<file path="src/rtl/spi_slave_ctrl_pkg.sv">
// ---------------------------------------------------------------------------
// spi_slave_ctrl_pkg
// Shared definitions for the SPI slave front-end and the single-port RAM:
// RAM command encodings, SPI controller state encoding and frame geometry.
// No ports (package).
// ---------------------------------------------------------------------------
package spi_slave_ctrl_pkg;

  localparam int FRAME_W = 10;  // {cmd[1:0], payload[7:0]}
  localparam int DATA_W  = 8;   // read data returned on MISO

  // Bit counter must be able to hold the value FRAME_W itself.
  localparam int CNT_W = $clog2(FRAME_W + 1);
  localparam int SH_W  = $clog2(DATA_W);

  // RAM command encodings (frame bits [9:8]). The CMD_ prefix keeps
  // CMD_READ_DATA distinct from the READ_DATA controller state below.
  typedef enum logic [1:0] {
    CMD_WRITE_ADDRESS = 2'b00,
    CMD_WRITE_DATA    = 2'b01,
    CMD_READ_ADDRESS  = 2'b10,
    CMD_READ_DATA     = 2'b11
  } ram_cmd_e;

  typedef enum logic [2:0] {
    IDLE,
    CHK_CMD,
    WRITE,
    READ_ADD,
    READ_DATA
  } spi_state_e;

endpackage

</file>
<file path="src/rtl/spi_slave_ctrl_if.sv">
// ---------------------------------------------------------------------------
// spi_slave_ctrl_if
// Bundles the SPI pins and the RAM-side rx/tx handshake of the SPI slave.
//   SS_n, MOSI        : SPI select (active low) and serial data in
//   MISO              : serial read data out, MSB first
//   rx_data, rx_valid : assembled command frame and its one-cycle strobe
//   tx_data, tx_valid : RAM read data and its valid flag
// Modports: slave (the controller), master (SPI master + RAM side).
// ---------------------------------------------------------------------------
interface spi_slave_ctrl_if;
  import spi_slave_ctrl_pkg::*;

  logic               SS_n;
  logic               MOSI;
  logic               MISO;
  logic [FRAME_W-1:0] rx_data;
  logic               rx_valid;
  logic [DATA_W-1:0]  tx_data;
  logic               tx_valid;

  modport slave (
    input  SS_n, MOSI, tx_data, tx_valid,
    output MISO, rx_data, rx_valid
  );

  modport master (
    output SS_n, MOSI, tx_data, tx_valid,
    input  MISO, rx_data, rx_valid
  );

endinterface

</file>
<file path="src/rtl/spi_piso_tx.sv">
// ---------------------------------------------------------------------------
// spi_piso_tx
// 8-bit load/shift serialiser driving MISO.
//   clk, rst : clock, synchronous active-high reset
//   abort    : drop any in-flight byte and force sout low
//   load     : capture data; its MSB appears on sout the following cycle
//   data     : byte to serialise
//   sout     : registered serial output, 0 when not shifting
//   last     : high during the cycle the final bit is on sout
// ---------------------------------------------------------------------------
module spi_piso_tx
  import spi_slave_ctrl_pkg::*;
(
  input  logic              clk,
  input  logic              rst,
  input  logic              abort,
  input  logic              load,
  input  logic [DATA_W-1:0] data,
  output logic              sout,
  output logic              last
);

  logic [DATA_W-1:0] sr;
  logic [SH_W-1:0]   left;   // bits still to present after the current one
  logic              busy;

  assign last = busy && (left == '0);

  // NOTE: registered state uses non-blocking assignments only, so every
  // flop samples the pre-edge value of every other flop.
  always_ff @(posedge clk) begin
    if (rst || abort) begin
      sr   <= '0;
      left <= '0;
      busy <= 1'b0;
      sout <= 1'b0;
    end else if (load) begin
      sout <= data[DATA_W-1];
      sr   <= {data[DATA_W-2:0], 1'b0};
      left <= SH_W'(DATA_W - 1);
      busy <= 1'b1;
    end else if (busy) begin
      if (left != '0) begin
        sout <= sr[DATA_W-1];
        sr   <= {sr[DATA_W-2:0], 1'b0};
        left <= left - SH_W'(1);
      end else begin
        sout <= 1'b0;
        busy <= 1'b0;
      end
    end
  end

endmodule

</file>
<file path="src/rtl/spi_slave_ctrl.sv">
// ---------------------------------------------------------------------------
// spi_slave_ctrl
// SPI slave front-end for the single-port RAM. Deserialises 10-bit command
// frames from MOSI, strobes them to the RAM, and for read-data frames
// serialises the RAM's reply byte back out on MISO.
//   clk : system clock, also the SPI bit clock
//   rst : synchronous active-high reset
//   bus : spi_slave_ctrl_if.slave (SS_n, MOSI, MISO, rx_*, tx_*)
// ---------------------------------------------------------------------------
module spi_slave_ctrl
  import spi_slave_ctrl_pkg::*;
(
  input  logic            clk,
  input  logic            rst,
  spi_slave_ctrl_if.slave bus
);

  localparam logic [CNT_W-1:0] FRAME_CNT = CNT_W'(FRAME_W);
  localparam logic [CNT_W-1:0] LAST_CNT  = CNT_W'(FRAME_W - 1);

  spi_state_e         state;
  logic [CNT_W-1:0]   bit_cnt;
  logic [FRAME_W-2:0] shreg;        // frame bits received so far
  logic               rd_addr_seen; // a read address precedes the next read
  logic               await_tx;     // read-data frame done, RAM reply pending
  logic [FRAME_W-1:0] rx_data_q;
  logic               rx_valid_q;
  logic               tx_load;
  logic               tx_last;
  logic               miso;

  // The reply is accepted only inside the wait window, so stray tx_valid
  // pulses (mid-frame, or after the byte went out) are ignored.
  assign tx_load = (state == READ_DATA) && await_tx && bus.tx_valid && !bus.SS_n;

  always_ff @(posedge clk) begin
    if (rst) begin
      state        <= IDLE;
      bit_cnt      <= '0;
      shreg        <= '0;
      rd_addr_seen <= 1'b0;
      await_tx     <= 1'b0;
      rx_data_q    <= '0;
      rx_valid_q   <= 1'b0;
    end else begin
      rx_valid_q <= 1'b0;  // strobe: high only on the completing edge
      if (bus.SS_n) begin
        // Deselect ends the frame; an incomplete frame leaves no trace.
        state    <= IDLE;
        bit_cnt  <= '0;
        await_tx <= 1'b0;
      end else begin
        case (state)
          IDLE: state <= CHK_CMD;
          CHK_CMD: begin
            shreg   <= {{(FRAME_W-2){1'b0}}, bus.MOSI};
            bit_cnt <= CNT_W'(1);
            // Only frame bit 9 steers the FSM; bit 8 goes to the RAM as-is.
            if (!bus.MOSI)        state <= WRITE;
            else if (rd_addr_seen) state <= READ_DATA;
            else                   state <= READ_ADD;
          end
          WRITE, READ_ADD, READ_DATA: begin
            // Bits beyond the tenth are ignored until deselect.
            if (bit_cnt < FRAME_CNT) begin
              bit_cnt <= bit_cnt + CNT_W'(1);
              shreg   <= {shreg[FRAME_W-3:0], bus.MOSI};
              if (bit_cnt == LAST_CNT) begin
                rx_data_q  <= {shreg, bus.MOSI};
                rx_valid_q <= 1'b1;
                if (state == READ_ADD)  rd_addr_seen <= 1'b1;
                if (state == READ_DATA) await_tx     <= 1'b1;
              end
            end
            if (tx_load) await_tx     <= 1'b0;
            if (tx_last) rd_addr_seen <= 1'b0;
          end
          default: state <= IDLE;
        endcase
      end
    end
  end

  spi_piso_tx u_piso_tx (
    .clk   (clk),
    .rst   (rst),
    .abort (bus.SS_n),
    .load  (tx_load),
    .data  (bus.tx_data),
    .sout  (miso),
    .last  (tx_last)
  );

  assign bus.MISO     = miso;
  assign bus.rx_data  = rx_data_q;
  assign bus.rx_valid = rx_valid_q;

endmodule

</file>
<file path="src/flat_wrapper.sv">
// flat-port wrapper written by rule: the top's interface ports become plain ports
module spi_slave_ctrl_flat import spi_slave_ctrl_pkg::*;
  (clk, rst, bus_SS_n, bus_MOSI, bus_tx_data, bus_tx_valid, bus_MISO, bus_rx_data, bus_rx_valid);
  spi_slave_ctrl_if bus_i ();
  input  logic clk;
  input  logic rst;
  input wire logic [$bits(bus_i.SS_n)-1:0] bus_SS_n;
  input wire logic [$bits(bus_i.MOSI)-1:0] bus_MOSI;
  input wire logic [$bits(bus_i.tx_data)-1:0] bus_tx_data;
  input wire logic [$bits(bus_i.tx_valid)-1:0] bus_tx_valid;
  output wire logic [$bits(bus_i.MISO)-1:0] bus_MISO;
  output wire logic [$bits(bus_i.rx_data)-1:0] bus_rx_data;
  output wire logic [$bits(bus_i.rx_valid)-1:0] bus_rx_valid;
  assign bus_i.SS_n = bus_SS_n;
  assign bus_i.MOSI = bus_MOSI;
  assign bus_i.tx_data = bus_tx_data;
  assign bus_i.tx_valid = bus_tx_valid;
  assign bus_MISO = bus_i.MISO;
  assign bus_rx_data = bus_i.rx_data;
  assign bus_rx_valid = bus_i.rx_valid;
  spi_slave_ctrl u_core (.clk(clk), .rst(rst), .bus(bus_i));
endmodule
</file>
<file path="config.mk">
export PLATFORM = sky130hd
export DESIGN_NAME = spi_slave_ctrl_flat
export DESIGN_NICKNAME = d
export VERILOG_FILES = /design/src/rtl/spi_slave_ctrl_pkg.sv /design/src/rtl/spi_slave_ctrl_if.sv /design/src/rtl/spi_piso_tx.sv /design/src/rtl/spi_slave_ctrl.sv /design/src/flat_wrapper.sv
export SDC_FILE = /design/constraint.sdc
export NUM_CORES = 1
export LEC_CHECK = 0
export BUFFER_PORTS_ARGS = -buffer_cell sky130_fd_sc_hd__buf_2
export CAP_MARGIN = 20
export CORE_MARGIN = 3
export CORE_UTILIZATION = 50
export CTS_BUF_LIST = sky130_fd_sc_hd__clkbuf_16
export DETAILED_ROUTE_END_ITERATION = 16
export HOLD_SLACK_MARGIN = 0.08
export PLACE_DENSITY = 0.67
export SYNTH_ARGS = -nofsm -noshare
export SYNTH_HDL_FRONTEND = slang
export SYNTH_SLANG_ARGS = --single-unit
export TNS_END_PERCENT = 10
</file>
<file path="constraint.sdc">
create_clock -name clk -period 4.4 [get_ports clk]
set_input_delay 0.88 -clock clk [delete_from_list [all_inputs] [get_ports clk]]
set_output_delay 0.88 -clock clk [all_outputs]
set_load 0.01 [all_outputs]
</file>
==> summary.md <==
| Metric | Value |
|---|---|
| Outcome | `complete, no violations` |
| IO buf count | `24` |
| Synth Area per Inst | `9.37 um^2` |
| Worst-Skew Late Latency | `0.28 ns` |
| Crit path time final | `2.18 ns` |
| Largest net degree at the start of global routing | `22` |
| Final worst path period share | `49.5%` |
| Rows | `21` |
| CP Launch Type | `register` |
| Dpl hpwl | `2500 um` |
| # resized after CTS | `0` |
| Synthesis-stage register bit count | `41` |
| Area delta synth->final | `12.9%` |
| Grt ovf | `0` |
| Worst-case clock buffer depth | `2` |
| Post-synth EDFFs | `0` |
| DP Area | `1930 um^2` |
| Synthesized instance count | `195` |
| Setup slack, reg-to-reg | `2.22 ns` |
| Final hold slack | `0.469 ns` |
| Pre-antenna DRT Iters | `4` |
| Final setup violation count | `0` |
| Fraction of layout cells with a size suffix above 1 | `21.0%` |
| Hold Startpoint | `u_core.u_piso_tx.sr[1]` |
| Synth warn | `0` |
| Sequential area share after synthesis | `44.9%` |
| Post-synth cell types | `38` |
| Commonest non-fill, non-tap cell in the layout | `dfxtp_1` |
| DRC | `0` |
| Clock skew | `0.00451 ns` |
| NumNets Final | `231` |
| Final GP Congestion | `0.775` |
| RSZ-0062 raised after global routing | `no` |
| P_leak | `0.739 nW` |
| Post-DRT Antenna Nets | `0` |
| WP buf/inv | `0` |
| H-tree depth | `2` |
| Clock Sinks | `41` |
| Vias in the first global route | `1,388` |
| Crit-path slowest cell | `a211oi_4` |
| Hold buffer count at CTS | `0` |
| First-pass GRT wire length | `around 6400 um` |
| Final Cell Area | `2060 um^2` |
| Worst Tran Pin Value | `0.782 ns` |
| 1st-iter DRT viols | `93` |
| Crit path required time | `around 4.6 ns` |
| Die footprint | `4410 um^2` |
| Fillcell total | `292` |
| VDD IR max | `~0.00024 V` |
| Post-CTS setup buffers | `0` |
| Worst path cell trace | `or3b_1, a211oi_4, a31oi_1, a311oi_1` |
| Post-synthesis async set-or-reset flop share | `0%` |
| Place WS | `between 2 and 2.5 ns` |
| Critical Path Source | `u_core.state[2]` |
| TritonCTS buffer count | `5` |
| Final-report hold violation count | `0` |
| HP Class | `reg2reg` |
| Pwr dens | `about 360 nW/um^2` |
| Crit-path max cell delay | `0.73 ns` |
| Final Max Tran Viols | `0` |
| Worst r2r src | `u_core.state[2]` |
| Tot GR Track Use | `between 10% and 20%` |
| Routed WL | `3760 um` |
| Clock tree root driver cell | `clkbuf_16` |
| Clock transition at path regs | `around 0.060 ns` |
| Setup TNS Final | `0 ns` |
| # diodes | `0` |
| Worst EP arrival | `2.37 ns` |
| Initial antenna violation count | `0` |
| Crit path max-delay family | `compound AO/OA/AOI/OAI gates` |
| Total power | `0.000735 W` |
| Fmax | `around 460 MHz` |
| Final WS setup | `2.22 ns` |
| Number of vias per cell | `5.64` |
| CTS tree | `done` |
| Commonest cells after routing, fill and taps aside | `dfxtp_1 (41), buf_2 (24), nor2_1 (23), nand2_1 (23), mux2i_1 (11)` |
| Syn nets | `212` |
| Starting Density | `53.5%` |
| Core area | `3420 um^2` |
| Die width | `66.4 um` |
| Total number of vias | `1,467` |
| Die extent in y | `roughly 66 um` |
| Syn Std Cell Area | `1830 um^2` |
| CP Max Fanout | `12` |
| # IOs | `25` |
| Max-Cap Viols | `0` |
| Ys flop type | `dfxtp_1` |
| WL/cell | `14.5 um` |
| Critical path class | `reg2reg` |
| Storage cell area | `821 um^2` |
| Worst rel slew slack | `47.7%` |
| Worst setup EP type | `register` |
| Footprint of the multi-input gates | `897 um^2` |
[worst paths after layout]
check                                               to  cells after the start
worst max-delay path               u_core.rd_addr_seen                      4
worst min-delay path            u_core.u_piso_tx.sr[1]                      2
worst max register to register     u_core.rd_addr_seen                      4
worst min register to register  u_core.u_piso_tx.sr[1]                      2
[tightest hold or removal path, stage by stage (launching register included)]
cell	delay [ns]
dfxtp_1	0.31
nand3_1	0.06
a21oi_1	0.05
[state kept, by name, summed over array words and instances (netlist names), 3 cells and up]
register and cells:
u_core.bit_cnt 4, u_core.state 3, u_core.u_piso_tx.left 3, u_core.bus.rx_data 10
u_core.shreg 9, u_core.u_piso_tx.sr 7
[area by class of cell]
| cell class | count | area share (%) |
|---|---|---|
| Timing Repair Buffer | 24 | 5.83 |
| Sequential cell | 41 | 39.8 |
| Clock buffer | 5 | 6.07 |
| Inverter | 9 | 1.64 |
| Tap cell | 46 | 2.79 |
| Clock inverter | 2 | 0.364 |
| Multi-Input combinational cell | 133 | 43.5 |
[cell usage after synthesis (2+ instances only)]
library cell   n  area share [%]
a211oi_1       2            0.82
o2111ai_1      8             3.8
clkbuf_1       8             1.6
mux2i_1       11             6.0
o21ai_0        8             2.2
a311oi_2       7             5.8
or2_2          2            0.68
nand3_1       10             2.7
buf_6          4             2.5
a31oi_1        3             1.0
nor2_1        23             4.7
a21oi_1        7             1.9
ha_1           4             2.7
nand2_1       23             4.7
dfxtp_1       41              45
nor3_1         3            0.82
inv_1          8             1.6
nand2b_1       3             1.0
[layer usage]
metal,track usage [%],up-vias,wire (um)
met5,0,-,0
met3,6.12,9,181
met1,23.8,697,1700
met4,10.4,0,120
li1,-,730,-
met2,30.7,31,1760
[stage by stage]
step | util (%) | std cells
after floorplan | - | 195
after global placement | 56.5 | 253
after detailed placement | 56.5 | 253
after CTS | 60.4 | 260
after global routing | 60.4 | 260
final | 60.4 | 260
[kinds of logic after synthesis]
group	share of synthesized area [%]
mux	6.64
simple gates	17.9
flops	44.9
buf+inv	5.96
compound gates	20.8
fa+ha+maj	2.74
xor+xnor	0.959
[where the power goes]
part / leakage [nW] / total (W) / internal [W] / switching (W)
combinational: 0.340 / 0.0000261 / 0.00000841 / 0.0000177
sequential: 0.331 / 0.000376 / 0.000373 / 0.00000228
clock: 0.0685 / 0.000334 / 0.000202 / 0.000131
Power figures use the tool's default switching activity.
